$ cat config.mk
export PLATFORM = sky130hd
export DESIGN_NAME = rvfi_seq_gen_flat
export DESIGN_NICKNAME = d
export VERILOG_FILES = /design/src/rtl/rvfi_seq_gen_if.sv /design/src/rtl/rvfi_seq_gen.sv /design/src/flat_wrapper.sv
export SDC_FILE = /design/constraint.sdc
export NUM_CORES = 1
export LEC_CHECK = 0
export BUFFER_PORTS_ARGS = -buffer_cell sky130_fd_sc_hd__buf_2
export CAP_MARGIN = 15
export CORE_ASPECT_RATIO = 1.1
export CORE_MARGIN = 1
export CORE_UTILIZATION = 35
export CTS_CLUSTER_SIZE = 25
export DETAILED_ROUTE_END_ITERATION = 6
export HOLD_SLACK_MARGIN = 0.12
export PLACE_DENSITY = 0.67
export SKIP_LAST_GASP = 1
export SYNTH_ARGS = -nofsm -noshare
export SYNTH_HDL_FRONTEND = slang
export SYNTH_SLANG_ARGS = --single-unit
$ cat constraint.sdc
create_clock -name clock -period 2.1 [get_ports clock]
set_input_delay 0.105 -clock clock [delete_from_list [all_inputs] [get_ports clock]]
set_output_delay 0.105 -clock clock [all_outputs]
set_load 0.01 [all_outputs]
$ cat src/rtl/rvfi_seq_gen_if.sv
// Control and status bundle for the multi-lane stimulus sequencer.
// The master side starts and stalls playback. The slave side is the
// sequencer, which drives the lane values, lane enables and status.
// RISCV_FORMAL_SEQ_ASSUME_EN adds the din lanes, which the sequencer constrains.
interface rvfi_seq_gen_if #(
  parameter int NCHAN = 1,
  parameter int WIDTH = 4
);
  logic                   start;
  logic                   stall;
`ifdef RISCV_FORMAL_SEQ_ASSUME_EN
  logic [NCHAN*WIDTH-1:0] din;
`endif
  logic [NCHAN*WIDTH-1:0] dout;
  logic [NCHAN-1:0]       en;
  logic                   busy;
  logic                   done;
  logic [6:0]             step_idx;

`ifdef RISCV_FORMAL_SEQ_ASSUME_EN
  modport master (output start, output stall, output din,
                  input dout, input en, input busy, input done, input step_idx);
  modport slave  (input start, input stall, input din,
                  output dout, output en, output busy, output done, output step_idx);
`else
  modport master (output start, output stall,
                  input dout, input en, input busy, input done, input step_idx);
  modport slave  (input start, input stall,
                  output dout, output en, output busy, output done, output step_idx);
`endif
endinterface

$ cat src/rtl/rvfi_seq_gen.sv
// Multi-lane stimulus sequencer. It plays the character-coded string SEQ
// across NCHAN lanes at one step per clock. Playback can be one-shot or can
// repeat, and it supports start/stall control, a per-lane hold code ('=')
// and busy/done status. All outputs come from registers.
// Optional feature: RISCV_FORMAL_SEQ_ASSUME_EN adds the din lanes. Under YOSYS
// it also adds an immediate assume that ties each enabled din lane to dout.

`ifdef RISCV_FORMAL_SEQ_ASSUME_EN
// Formal-only constraint: each enabled din lane follows its dout lane.
module rvfi_seq_gen_assume #(
  parameter int NCHAN = 1,
  parameter int WIDTH = 4
) (
  input logic [NCHAN-1:0]       en,
  input logic [NCHAN*WIDTH-1:0] dout,
  input logic [NCHAN*WIDTH-1:0] din
);
`ifdef YOSYS
  // Force the solver to match din to dout on every enabled lane
  always_comb begin
    for (int k = 0; k < NCHAN; k++) begin
      assume (!en[k] || (din[k*WIDTH +: WIDTH] == dout[k*WIDTH +: WIDTH]));
    end
  end
`else
  logic unused_s;
  assign unused_s = ^{en, dout, din};
`endif
endmodule
`endif

module rvfi_seq_gen #(
  parameter logic [1023:0] SEQ    = {1024{1'b0}},
  parameter int            LEN    = 1,
  parameter int            NCHAN  = 1,
  parameter int            WIDTH  = 4,
  parameter int            REPEAT = 0
) (
  input logic          clock,
  input logic          resetn,
  rvfi_seq_gen_if.slave bus
);
  localparam int         LW        = NCHAN * WIDTH;
  localparam int         STEPS     = LEN / NCHAN;
  localparam logic [6:0] LAST_STEP = 7'(STEPS - 1);

  typedef enum logic [1:0] {
    ST_IDLE = 2'd0,
    ST_RUN  = 2'd1,
    ST_DONE = 2'd2
  } state_t;

  state_t          state_r, state_nxt_s;
  logic [6:0]      step_r, step_nxt_s;
  logic [LW-1:0]   hold_r, hold_nxt_s;
  logic [LW-1:0]   dout_r, dout_nxt_s;
  logic [NCHAN-1:0] en_r, en_nxt_s;
  logic            busy_r, busy_nxt_s;
  logic            done_r, done_nxt_s;
  logic            load_s;
  logic [WIDTH:0]  dec_s;

  // Character for a lane in a step. The string is right-justified in SEQ,
  // so its leftmost character sits at the top. Within a step, the leftmost
  // character belongs to lane NCHAN-1.
  function automatic logic [7:0] seq_char(input int step, input int lane);
    int ofs;
    ofs = LEN - (step + 1) * NCHAN + lane;
    return SEQ[ofs*8 +: 8];
  endfunction

  // Decode one character to {enable, value}. Hex digits are truncated to WIDTH.
  function automatic logic [WIDTH:0] decode_char(input logic [7:0] ch,
                                                 input logic [WIDTH-1:0] hold);
    logic [3:0]     nib;
    logic [WIDTH:0] res;
    nib = 4'd0;
    res = {(WIDTH+1){1'b0}};
    if (ch >= 8'h30 && ch <= 8'h39) begin
      nib = 4'(ch - 8'h30);
      res = {1'b1, nib[WIDTH-1:0]};
    end else if (ch >= 8'h61 && ch <= 8'h66) begin
      nib = 4'(ch - 8'h57);
      res = {1'b1, nib[WIDTH-1:0]};
    end else if (ch >= 8'h41 && ch <= 8'h46) begin
      nib = 4'(ch - 8'h37);
      res = {1'b1, nib[WIDTH-1:0]};
    end else if (ch == 8'h5f) begin
      res = {1'b1, {WIDTH{1'b0}}};
    end else if (ch == 8'h2d) begin
      res = {1'b1, {WIDTH{1'b1}}};
    end else if (ch == 8'h3d) begin
      res = {1'b1, hold};
    end else begin
      res = {(WIDTH+1){1'b0}};
    end
    return res;
  endfunction

  // Next state, step position, hold registers and registered output values
  always_comb begin
    state_nxt_s = state_r;
    step_nxt_s  = step_r;
    hold_nxt_s  = hold_r;
    dout_nxt_s  = dout_r;
    en_nxt_s    = en_r;
    busy_nxt_s  = busy_r;
    done_nxt_s  = 1'b0;
    load_s      = 1'b0;
    dec_s       = {(WIDTH+1){1'b0}};

    case (state_r)
      ST_IDLE, ST_DONE: begin
        if (bus.start) begin
          state_nxt_s = ST_RUN;
          step_nxt_s  = 7'd0;
          hold_nxt_s  = {LW{1'b0}};
          load_s      = 1'b1;
        end else begin
          state_nxt_s = ST_IDLE;
          step_nxt_s  = 7'd0;
          dout_nxt_s  = {LW{1'b0}};
          en_nxt_s    = {NCHAN{1'b0}};
          busy_nxt_s  = 1'b0;
        end
      end
      ST_RUN: begin
        if (bus.start) begin
          step_nxt_s = 7'd0;
          hold_nxt_s = {LW{1'b0}};
          load_s     = 1'b1;
        end else if (bus.stall) begin
          state_nxt_s = ST_RUN;
        end else begin
          // Leaving a step: remember every value that was driven with en=1
          for (int k = 0; k < NCHAN; k++) begin
            if (en_r[k]) begin
              hold_nxt_s[k*WIDTH +: WIDTH] = dout_r[k*WIDTH +: WIDTH];
            end else begin
              hold_nxt_s[k*WIDTH +: WIDTH] = hold_r[k*WIDTH +: WIDTH];
            end
          end
          if (step_r == LAST_STEP) begin
            if (REPEAT != 0) begin
              step_nxt_s = 7'd0;
              load_s     = 1'b1;
            end else begin
              state_nxt_s = ST_DONE;
              dout_nxt_s  = {LW{1'b0}};
              en_nxt_s    = {NCHAN{1'b0}};
              busy_nxt_s  = 1'b0;
              done_nxt_s  = 1'b1;
            end
          end else begin
            step_nxt_s = step_r + 7'd1;
            load_s     = 1'b1;
          end
        end
      end
      default: begin
        state_nxt_s = ST_IDLE;
        step_nxt_s  = 7'd0;
        hold_nxt_s  = {LW{1'b0}};
        dout_nxt_s  = {LW{1'b0}};
        en_nxt_s    = {NCHAN{1'b0}};
        busy_nxt_s  = 1'b0;
      end
    endcase

    // Entering a step: decode its characters against the updated hold values
    if (load_s) begin
      busy_nxt_s = 1'b1;
      for (int k = 0; k < NCHAN; k++) begin
        dec_s = decode_char(seq_char(int'(step_nxt_s), k),
                            hold_nxt_s[k*WIDTH +: WIDTH]);
        en_nxt_s[k]                  = dec_s[WIDTH];
        dout_nxt_s[k*WIDTH +: WIDTH] = dec_s[WIDTH-1:0];
      end
    end else begin
      busy_nxt_s = busy_nxt_s;
    end
  end

  // State and output registers with asynchronous active-low reset
  always_ff @(posedge clock or negedge resetn) begin
    if (!resetn) begin
      state_r <= ST_IDLE;
      step_r  <= 7'd0;
      hold_r  <= {LW{1'b0}};
      dout_r  <= {LW{1'b0}};
      en_r    <= {NCHAN{1'b0}};
      busy_r  <= 1'b0;
      done_r  <= 1'b0;
    end else begin
      state_r <= state_nxt_s;
      step_r  <= step_nxt_s;
      hold_r  <= hold_nxt_s;
      dout_r  <= dout_nxt_s;
      en_r    <= en_nxt_s;
      busy_r  <= busy_nxt_s;
      done_r  <= done_nxt_s;
    end
  end

  assign bus.dout     = dout_r;
  assign bus.en       = en_r;
  assign bus.busy     = busy_r;
  assign bus.done     = done_r;
  assign bus.step_idx = step_r;

`ifdef RISCV_FORMAL_SEQ_ASSUME_EN
  rvfi_seq_gen_assume #(
    .NCHAN (NCHAN),
    .WIDTH (WIDTH)
  ) u_assume (
    .en   (en_r),
    .dout (dout_r),
    .din  (bus.din)
  );
`endif
endmodule

$ cat src/flat_wrapper.sv
// flat-port wrapper written by rule: the top's interface ports become plain ports
module rvfi_seq_gen_flat 
#(
  parameter logic [1023:0] SEQ    = {1024{1'b0}},
  parameter int            LEN    = 1,
  parameter int            NCHAN  = 1,
  parameter int            WIDTH  = 4,
  parameter int            REPEAT = 0
)
  (clock, resetn, bus_start, bus_stall, bus_dout, bus_en, bus_busy, bus_done, bus_step_idx);
  rvfi_seq_gen_if #(.NCHAN(NCHAN), .WIDTH(WIDTH)) bus_i ();
  input logic clock;
  input logic resetn;
  input wire logic [$bits(bus_i.start)-1:0] bus_start;
  input wire logic [$bits(bus_i.stall)-1:0] bus_stall;
  output wire logic [$bits(bus_i.dout)-1:0] bus_dout;
  output wire logic [$bits(bus_i.en)-1:0] bus_en;
  output wire logic [$bits(bus_i.busy)-1:0] bus_busy;
  output wire logic [$bits(bus_i.done)-1:0] bus_done;
  output wire logic [$bits(bus_i.step_idx)-1:0] bus_step_idx;
  assign bus_i.start = bus_start;
  assign bus_i.stall = bus_stall;
  assign bus_dout = bus_i.dout;
  assign bus_en = bus_i.en;
  assign bus_busy = bus_i.busy;
  assign bus_done = bus_i.done;
  assign bus_step_idx = bus_i.step_idx;
  rvfi_seq_gen #(.SEQ(SEQ), .LEN(LEN), .NCHAN(NCHAN), .WIDTH(WIDTH), .REPEAT(REPEAT)) u_core (.clock(clock), .resetn(resetn), .bus(bus_i));
endmodule
==> metrics.md, run 1 <==
| Metric | Value |
|---|---|
| Run status | `finished clean` |
| Fin crit period | `1.66 ns` |
| Critical path peak fanout | `6` |
| Port bufs | `12` |
| Critical path required time | `2.25 ns` |
| Cell variety after synth | `24` |
| Post-Layout Cell Count | `98` |
| CTS root buf | `clkbuf_4` |
| Drt drc | `0` |
| Crit path cell chain | `inv_1 -> ha_1 -> or4b_4 -> nor4_4 -> o21ai_0` |
| Hold WS | `around 0.23 ns` |
| Sequential area share after synthesis | `43.3%` |
| Area grow syn2layout | `16.7%` |
| Core Region | `roughly 1600 sq um` |
| Final #Nets | `88` |
| Worst path max stage delay | `around 0.48 ns` |
| CTS Buf Count | `3` |
| Vias in the first global route | `between 400 and 500` |
| Fmax | `around 0.6 GHz` |
| Post-DR wirelength/cell | `~12 um` |
| Syn_area_per_cell | `9.93 sq um` |
| ANT cells | `0` |
| Setup Total Neg Slack | `0 ns` |
| P_leak | `about 0.35 nW` |
| Worst Path Buf+Inv | `1` |
| Total GRT Usage | `13.1%` |
| Clk sinks | `11` |
| Post-placement cell area | `694 sq um` |
| Synth async-reset ratio | `between 90% and 100%` |
| Share of layout cells above drive strength 1 | `roughly a quarter` |
| Max Clock Skew | `0.00115 ns` |
| Io pins | `18` |
| Slew Limit Fails | `0` |
| Clk_lat worst skew | `0.27 ns` |
| Final WL | `1180 um` |
| Slowest CP cell | `or4b_4` |
| Hold-fix buffers at CTS | `2` |
| Mapped cell area | `636 sq um` |
| Maximum clock insertion buffer count | `2` |
| Main synth FF type | `dfrtp_1` |
| Design area | `742 sq um` |
| Largest net degree at the start of global routing | `12` |
| Pwr per Cell Area | `557 nW/um^2` |
| Setup ws final | `between 0.4 and 0.5 ns` |
| RSZ-0062 raised after global routing | `no` |
| DR pass1 iterations | `4` |
| Die Wd | `approximately 43 um` |
| Number of enable flip-flop cells after synthesis | `0` |
| Vert. Die Dim | `between 40 and 50 um` |
| Pre-CTS WS | `approximately 0.44 ns` |
| Warning count from the yosys run | `0` |
| Nature of the critical path endpoint | `register` |
| DRT antenna net count | `0` |
| Initial core utilization | `38.9%` |
| WP depth | `5` |
| Cells after Synth | `64` |
| Total of max-cap violations | `0` |
| Critical path arrival | `1.81 ns` |
| Total global routing overflow | `0` |
| Final setup fails | `0` |
| Via count | `roughly 500` |
| Post-Place Cells | `92` |
| Hpwl dp | `859 um` |
| HP Class | `primary input to asynchronous set/reset pin` |
| GP Congestion | `0.749` |
| Peak supply drop | `0.403 mV` |
| Post-CTS Setup Bufs | `0` |
| Fin. Hold Viols | `0` |
| CTS tree | `built` |
| Delay-heaviest family, CP | `simple AND/OR/NAND/NOR gates` |
| Kind of critical path | `register to register` |
| Initial antenna violation count | `0` |
| Flop and latch count out of synthesis | `11` |
| Row Count | `15` |
| First-pass GRT wire length | `between 1500 and 2000 um` |
| H-Tree Depth | `1` |
| Gates resized, CTS repair | `0` |
| Worst setup SP type | `register` |
| Drt initial violations | `14` |
| Clock-pin transition on the worst setup and hold timing paths | `0.07 ns` |
| Die area | `1990 sq um` |
| Period utilization | `79.3%` |
| Worst R2R Path Depth | `5` |
| Vias per cell | `5.13` |
## placed cells by master (no fill, tap or decap), drive strengths merged
cell,netlist,layout
nor3b,1,1
clkbuf,0,3
nand3,2,2
buf,6,13
nor2,2,2
clkinv,0,1
nor4,2,2
dfrtp,11,11
o41ai,1,1
conb,1,5
nand3b,2,2
or3,2,2
ha,2,2
nand4b,2,2
or4b,1,1
a211o,1,1
xor2,2,2
a21oi,4,4
nor2b,1,1
nand2b,2,2
and2,2,2
dlygate4sd3,0,2
mux2i,2,2
inv,2,2
nand2,9,9
o21ai,4,4
## report_power, final
part	total [mW]	internal (mW)	switching, mW
clock network	0.148	0.0705	0.0770
logic	0.0444	0.0184	0.0260
registers	0.221	0.218	0.00351
total	0.413	0.306	0.107
## area by class of cell
| class | instances | area, sq um |
|---|---|---|
| timing repair buffer | 15 | 87.6 |
| clock buffer | 3 | 22.5 |
| multi-input combinational | 49 | 323 |
| sequential | 11 | 275 |
| fill | 166 | 891 |
| inverter | 2 | 7.51 |
| clock inverter | 1 | 5.00 |
| tap | 17 | 21.3 |
## cell usage after synthesis (all sizes together), types with 2 or more instances
cell type,number,area share [%]
nand2b,2,2.0
xor2,2,2.8
nor2,2,1.2
nand3,2,1.6
or3,2,2.0
inv,2,1.2
nand3b,2,2.4
nand2,9,5.3
and2,2,2.0
a21oi,4,3.1
nor4,2,4.3
nand4b,2,2.8
mux2i,2,3.1
ha,2,3.9
dfrtp,11,43
buf,6,7.1
o21ai,4,3.1
## cells by family after synthesis
family          count (synthesis)  synth area share, %
buf+inv                         8                 8.27
compound gates                 10                 10.2
other cells                     1                0.590
flops                          11                 43.3
xor+xnor                        2                 2.76
fa+ha+maj                       2                 3.94
mux                             2                 3.15
simple gates                   28                 27.8
## flip-flops by register name (all words and copies together), names as in the netlist
name                 flops
u_core.bus.step_idx      7
u_core.state_r           2
u_core.bus.busy          1
u_core.bus.done          1
## worst paths after layout
check                                         endpoint  slack, ns                   start
max in group asynchronous       u_core.bus.step_idx[5]       1.66                  resetn
worst max register to register         u_core.bus.busy       0.44  u_core.bus.step_idx[0]
worst max-delay path                   u_core.bus.busy       0.44  u_core.bus.step_idx[0]
worst min-delay path            u_core.bus.step_idx[0]       0.23                  resetn
worst min register to register         u_core.bus.busy       0.60       u_core.state_r[0]
min in group clock                     u_core.bus.busy       0.28               bus_stall
## per-stage QoR
| stage | total power [mW] | util (%) |
|---|---|---|
| floorplan | 0.255 | - |
| global placement | 0.267 | 42.5 |
| detailed placement | 0.267 | 42.5 |
| CTS | 0.419 | 45.4 |
| global route | 0.434 | 45.4 |
| finish | 0.413 | 45.4 |
## routing by layer
metal  global-route usage [%]  routed length [um]  up-vias
met5                        0                   0        -
met4                     9.38                   9        0
li1                         -                   -      249
met1                     15.9                 530      236
met3                     4.31                  73        2
met2                     19.7                 571       16
No activity file was read; power rests on OpenSTA's default activity.
==> inputs of run 2 (changes only) <==
--- a/config.mk
+++ b/config.mk
@@ -5,6 +5,7 @@
 export SDC_FILE = /design/constraint.sdc
 export NUM_CORES = 1
 export LEC_CHECK = 0
+export ABC_AREA = 1
 export BUFFER_PORTS_ARGS = -buffer_cell sky130_fd_sc_hd__buf_2
 export CAP_MARGIN = 15
 export CORE_ASPECT_RATIO = 1.1
@@ -13,7 +14,7 @@
 export CTS_CLUSTER_SIZE = 25
 export DETAILED_ROUTE_END_ITERATION = 6
 export HOLD_SLACK_MARGIN = 0.12
-export PLACE_DENSITY = 0.67
+export PLACE_DENSITY = 0.7
 export SKIP_LAST_GASP = 1
 export SYNTH_ARGS = -nofsm -noshare
 export SYNTH_HDL_FRONTEND = slang
==> constraint.sdc (replaced) <==
create_clock -name clock -period 1.4 [get_ports clock]
set_input_delay 0.07 -clock clock [delete_from_list [all_inputs] [get_ports clock]]
set_output_delay 0.07 -clock clock [all_outputs]
set_load 0.01 [all_outputs]
==> run 2 against run 1 <==
Against the previous run: sequential cell count did not move; wire length fell by 6.3%; area after synthesis fell by 2.4%; via count rose by 3.8%; setup slack got worse by 0.31 ns; largest power group unchanged; largest cell class unchanged; sequential share of layout area fell by 0.55 points; clock power rose by 43%; die area fell by 2.2%.
==> metrics.md, run 2 <==
| Metric | Value |
|---|---|
| Run status | `finished clean` |
| Slew Limit Fails | `0 (unchanged)` |
| GP Congestion | `0.758 (+1.2%)` |
| Fin crit period | `1.28 ns (-0.386 ns)` |
| Warning count from the yosys run | `0 (unchanged)` |
| Die area | `1950 sq um (-2.2%)` |
| Syn_area_per_cell | `8.06 sq um (-19%)` |
| CTS Buf Count | `3 (unchanged)` |
| ANT cells | `0 (unchanged)` |
| Critical R2R Launch | `u_core.bus.step_idx[1]` |
| Most common cell in the netlist | `nand2_1` |
| Largest register FFs | `7 (unchanged)` |
| Flop and latch count out of synthesis | `11 (unchanged)` |
| Vert. Die Dim | `46.2 um (-1.1%)` |
| Port bufs | `12 (unchanged)` |
| Post-placement cell area | `687 sq um (-1.1%)` |
| Total global routing overflow | `0 (unchanged)` |
| HP Class | `primary input to asynchronous set/reset pin` |
| Core Region | `1610 sq um (-1.1%)` |
| Design area | `753 sq um (+1.5%)` |
| Nature of the critical path endpoint | `register` |
| DR pass1 iterations | `4 (unchanged)` |
| Synth async-reset ratio | `100% (unchanged)` |
| Io pins | `18 (unchanged)` |
| Drt initial violations | `11 (-3)` |
| Synth top area cells | `dfrtp_1, nand2_1, nor2_1, buf_4, inv_1` |
| Worst R2R Path Depth | `7 (+2)` |
| Hpwl dp | `804 um (-6.4%)` |
| Worst setup SP type | `register` |
| R2R Setup Slk | `0.12 ns (-0.31 ns)` |
| Hold WS | `0.196 ns (-0.0330 ns)` |
| Cell variety after synth | `20 (-17%)` |
| Final WL | `1110 um (-6.3%)` |
| Vias in the first global route | `406 (-1.9%)` |
| Critical path arrival | `1.48 ns (-0.33 ns)` |
| Initial core utilization | `38.4% (-0.48 points)` |
| Fill count | `155 (-6.6%)` |
| Maximum clock insertion buffer count | `2 (unchanged)` |
| Largest net degree at the start of global routing | `12 (unchanged)` |
| Area grow syn2layout | `21.4%` |
| Clk_lat worst skew | `0.26 ns (about the same)` |
| Final #Nets | `104 (+18%)` |
| Clk sinks | `11 (unchanged)` |
| Fmax | `0.783 GHz (+30%)` |
| Post-synth top area share | `44.4% (+1.0 points)` |
| Initial antenna violation count | `0 (unchanged)` |
| Critical path peak fanout | `5 (-1)` |
| Multi-input logic area | `284 sq um (-12%)` |
| First-pass GRT wire length | `1780 um (-4.5%)` |
| DRT antenna net count | `0 (unchanged)` |
| CTS root buf | `clkbuf_4` |
| Number of enable flip-flop cells after synthesis | `0 (unchanged)` |
| Max Clock Skew | `0.00445 ns (+0.00330 ns)` |
| Reg2Reg Capture Point | `u_core.bus.done` |
| Clock-pin transition on the worst setup and hold timing paths | `0.07 ns (about the same)` |
| Row Count | `15 (unchanged)` |
| Synth area leader | `dfrtp_1` |
| Post-DR wirelength/cell | `9.73 um (-19%)` |
| Share of layout cells above drive strength 1 | `24.7% (+0.051 points)` |
| Fin. Hold Viols | `0 (unchanged)` |
| Total of max-cap violations | `0 (unchanged)` |
| Die Wd | `42.2 um (-1.1%)` |
| Period utilization | `91.3% (+12 points)` |
| Cells after Synth | `77 (+20%)` |
| CTS tree | `built` |
| Via count | `522 (+3.8%)` |
| Vias per cell | `4.58 (-11%)` |
| Kind of critical path | `register to register` |
| P_leak | `0.405 nW (+16%)` |
| Pwr per Cell Area | `811 nW/um^2 (+46%)` |
| Critical path required time | `1.60 ns (-0.65 ns)` |
| Peak supply drop | `0.518 mV (+28%)` |
| Most frequent cells in the layout | `nor2_1, nand2_1, buf_2` |
| Total GRT Usage | `13.1% (-0.065 points)` |
| FF+latch area | `275 sq um (unchanged)` |
| Main synth FF type | `dfrtp_1` |
| Mapped cell area | `621 sq um (-2.4%)` |
| H-Tree Depth | `1 (unchanged)` |
| Final setup fails | `0 (unchanged)` |
| Sequential area share after synthesis | `44.4% (+1.0 points)` |
| Drt drc | `0 (unchanged)` |
| Synth cell count leaders | `nand2_1, nor2_1, dfrtp_1` |
==> run 2: cell count changes after synthesis, sizes merged, moves of 3 or more <==
cell,previous run,this run
nor2,2,16
inv,2,11
nand2,9,15
o21ai,4,0
a21oi,4,1
nand3,2,7
==> run 2: area by class of cell <==
cell class                 count  area share (%)
tap                           17            2.82
multi-input combinational     54            37.7
sequential                    11            36.5
inverter                      11            5.48
timing repair buffer          17            14.0
clock buffer                   4            3.49
==> run 2: power by group <==
group	internal [mW]	leakage [nW]	total (mW)	switching (mW)
combinational	0.0250	0.242	0.0691	0.0442
sequential	0.326	0.147	0.330	0.00369
clock	0.110	0.0150	0.212	0.102
total	0.461	0.405	0.611	0.150
==> run 2: worst max-delay path by stage <==
stage / startpoint / to / slack [ns] / cells past startpoint
floorplan: u_core.bus.step_idx[0] / u_core.bus.step_idx[3] / 0.13 / 7
global placement: u_core.bus.step_idx[1] / u_core.bus.step_idx[3] / 0.16 / 7
detailed placement: u_core.bus.step_idx[1] / u_core.bus.step_idx[4] / 0.12 / 7
CTS: u_core.bus.step_idx[1] / u_core.bus.step_idx[3] / 0.08 / 7
global route: u_core.bus.step_idx[1] / u_core.bus.done / -0.002 / 7
finish: u_core.bus.step_idx[1] / u_core.bus.done / 0.12 / 7
==> run 2: what timing repair did <==
item | CTS | global route
hold buffers | 3 | 0
resized for setup | 0 | 1
setup endpoints to repair | 0 | 4
hold endpoints to repair | 14 | 0
buffers inserted | 0 | 1
==> run 2: cells by family after synthesis <==
family          Yosys count  share of synthesized area (%)
compound gates            3                           3.23
xor+xnor                  3                           4.23
fa+ha+maj                 2                           4.03
buf+inv                  16                           12.7
flops                    11                           44.4
other cells               1                          0.604
simple gates             41                           30.8
==> run 2: stage by stage <==
stage | worst slack, ns | utilization (%) | setup TNS, ns | std cells | power (mW)
6_report | 0.122 | 46.7 | 0 | 114 | 0.611
3_3_place_gp | 0.160 | 42.6 | 0 | 106 | 0.396
3_5_place_dp | 0.115 | 42.6 | 0 | 106 | 0.397
4_1_cts | 0.0804 | 46.0 | 0 | 113 | 0.615
2_1_floorplan | 0.127 | - | 0 | 81 | 0.385
5_1_grt | -0.00152 | 46.7 | -0.00152 | 114 | 0.649
==> run 2: worst max-delay path, cell delays in order, from the launching register on <==
cell	delay [ns]
dfrtp_1	0.42
inv_1	0.07
ha_1	0.13
inv_1	0.03
nor2_1	0.14
nand4_1	0.17
buf_4	0.18
nor2_1	0.08
==> run 2: per-layer routing <==
layer,GRT usage (%),up-vias,wire (um)
li1,-,270,-
met3,2.75,4,58
met2,19.4,17,492
met4,11.3,0,35
met1,16.5,231,523
met5,0,-,0
==> inputs of run 3 (changes only) <==
--- a/config.mk
+++ b/config.mk
@@ -10,11 +10,12 @@
 export CAP_MARGIN = 15
 export CORE_ASPECT_RATIO = 1.1
 export CORE_MARGIN = 1
-export CORE_UTILIZATION = 35
+export CORE_UTILIZATION = 43
 export CTS_CLUSTER_SIZE = 25
 export DETAILED_ROUTE_END_ITERATION = 6
 export HOLD_SLACK_MARGIN = 0.12
-export PLACE_DENSITY = 0.7
+export PLACE_DENSITY = 0.81
+export SETUP_SLACK_MARGIN = 0.3
 export SKIP_LAST_GASP = 1
 export SYNTH_ARGS = -nofsm -noshare
 export SYNTH_HDL_FRONTEND = slang
==> run 3 against run 2 <==
Against the previous run: register-to-register slack worse by 0.04 ns; utilization grew 17 points; cell area grew 14%; hold slack worse by 0.021 ns; cell count grew 2.6%; largest power group unchanged; critical path depth down 2; die area decreased by 18%; combinational power up 9.4%; maximum frequency is 2.7% lower; global-route usage is 5.7 points higher; non-clock buffer count is 4 higher.
==> metrics.md, run 3 (synthesis gave the netlist of run 2 again) <==
| Metric | Value |
|---|---|
| CTS tree | `built` |
| HP Class | `primary input to register` |
| Final WL | `1530 um (+38%)` |
| Total GRT Usage | `18.8% (+5.7 points)` |
| FF+latch area | `277 sq um (+0.45%)` |
| Hpwl dp | `830 um (+3.2%)` |
| DR pass1 iterations | `4 (unchanged)` |
| Worst setup SP type | `register` |
| H-Tree Depth | `1 (unchanged)` |
| Setup Total Neg Slack | `0 ns (unchanged)` |
| ANT cells | `0 (unchanged)` |
| Fill count | `98 (-37%)` |
| Multi-input logic area | `353 sq um (+24%)` |
| Nature of the critical path endpoint | `register` |
| Worst Hold Depth | `4` |
| Largest net degree at the start of global routing | `12 (unchanged)` |
| Vert. Die Dim | `41.8 um (-9.4%)` |
| Share of layout cells above drive strength 1 | `42.6% (+18 points)` |
| Clock-pin transition on the worst setup and hold timing paths | `0.08 ns (about the same)` |
| Vias per cell | `5.03 (+9.8%)` |
| Clk_lat worst skew | `0.28 ns (+0.02 ns)` |
| CTS root buf | `clkbuf_4` |
| Critical path required time | `1.56 ns (-0.04 ns)` |
| Fin crit period | `1.31 ns (+0.0359 ns)` |
| Largest register FFs | `7 (unchanged)` |
| Die Wd | `38.2 um (-9.3%)` |
| Via count | `588 (+13%)` |
| Peak supply drop | `0.547 mV (+5.7%)` |
| Most frequent cells in the layout | `nand2_1, buf_2, dfrtp_1` |
| Port bufs | `12 (unchanged)` |
| Worst Hold Launch | `bus_stall` |
| Clk sinks | `11 (unchanged)` |
| Worst R2R Path Depth | `5 (-2)` |
| Slew Limit Fails | `0 (unchanged)` |
| Seq pwr share | `52.1% (-1.9 points)` |
| Drt initial violations | `19 (+8)` |
| Psw | `177 uW (+18%)` |
| Fin. Hold Viols | `0 (unchanged)` |
| Design area | `857 sq um (+14%)` |
| Drt drc | `0 (unchanged)` |
| Final #Nets | `108 (+3.8%)` |
| Max Clock Skew | `0.00407 ns (-0.000376 ns)` |
| Critical R2R Launch | `u_core.bus.step_idx[0]` |
| Core Region | `1350 sq um (-16%)` |
| RSZ-0062 raised after global routing | `yes` |
| Int Power | `458 uW (-0.70%)` |
| Final setup fails | `0 (unchanged)` |
| Initial core utilization | `46.0% (+7.6 points)` |
| Sw Share | `27.8% (+3.3 points)` |
| Maximum clock insertion buffer count | `2 (unchanged)` |
| Area grow syn2layout | `38.1%` |
| Row Count | `14 (-1)` |
| Run status | `finished clean` |
| P_leak | `0.432 nW (+6.7%)` |
| GP Congestion | `0.810 (+7.0%)` |
| Critical path arrival | `1.48 ns (about the same)` |
| Pwr per Cell Area | `741 nW/um^2 (-8.7%)` |
| DRT antenna net count | `0 (unchanged)` |
| Post-placement cell area | `687 sq um (unchanged)` |
| Crit path launch | `u_core.bus.step_idx[0]` |
| Post-DR wirelength/cell | `13.1 um (+34%)` |
| Vias in the first global route | `491 (+21%)` |
| Total of max-cap violations | `0 (unchanged)` |
| Die area | `1600 sq um (-18%)` |
| Clock share of power | `36.0% (+1.3 points)` |
| Io pins | `18 (unchanged)` |
| First-pass GRT wire length | `2130 um (+20%)` |
| CTS Buf Count | `3 (unchanged)` |
| Critical path peak fanout | `4 (-1)` |
| Period utilization | `93.8% (+2.6 points)` |
| Kind of critical path | `register to register` |
| Initial antenna violation count | `0 (unchanged)` |
| Power share of the combinational group | `11.9% (+0.6 points)` |
| Total global routing overflow | `0 (unchanged)` |
| Fmax | `0.761 GHz (-2.7%)` |
## run 3: worst max-delay path, stage by stage (launching register included)
cell and delay (ns):
dfrtp_2 0.42, buf_4 0.17, ha_4 0.16, nand4_1 0.14, xor2_1 0.24, nor2_2 0.07
## run 3: through the flow
step	cells	hold WS (ns)	setup WS [ns]	power (mW)	utilization (%)
detailed placement	104	-0.0460	0.101	0.398	50.9
floorplan	81	-0.226	0.183	0.386	-
CTS	116	0.169	0.158	0.623	60.5
global route	117	0.185	0.0177	0.663	63.5
finish	117	0.176	0.0862	0.635	63.5
global placement	104	-0.0486	0.153	0.396	50.9
## run 3: cell type report
cell class | instances | area share [%]
clock inverter | 1 | 0.584
tap | 16 | 2.34
multi-input combinational | 54 | 41.2
clock buffer | 3 | 2.63
timing repair buffer | 21 | 16.2
sequential | 11 | 32.3
inverter | 11 | 4.82
## run 3: power groups by stage
stage / clock [mW] / sequential (mW) / combinational [mW]
after CTS: 0.222 / 0.330 / 0.0714
after detailed placement: 0 / 0.336 / 0.0617
after global routing: 0.249 / 0.331 / 0.0830
final: 0.229 / 0.330 / 0.0756
after floorplan: 0 / 0.339 / 0.0473
after global placement: 0 / 0.336 / 0.0599
## run 3: metal layers
| metal | vias to the layer above | share of wire [%] | global-route usage (%) |
|---|---|---|---|
| li1 | 278 | - | - |
| met1 | 281 | 43 | 26.7 |
| met2 | 24 | 50 | 27.5 |
| met3 | 5 | 4.8 | 3.21 |
| met4 | 0 | 2.3 | 8.57 |
| met5 | - | 0 | 0 |
## run 3: final timing paths
check | end | slack, ns
max | u_core.bus.step_idx[4] | 0.09
min | u_core.state_r[0] | 0.18
max reg2reg | u_core.bus.step_idx[4] | 0.09
min reg2reg | u_core.state_r[0] | 0.60
max in group asynchronous | u_core.bus.step_idx[0] | 0.98
min in group asynchronous | u_core.bus.busy | 0.19
## run 3: timing repair
action	in CTS	in global routing
resized for setup	10	7
setup buffers	5	1
pin swaps	7	12
hold endpoints to repair	16	0
setup endpoints to repair	11	12
hold buffers	3	0
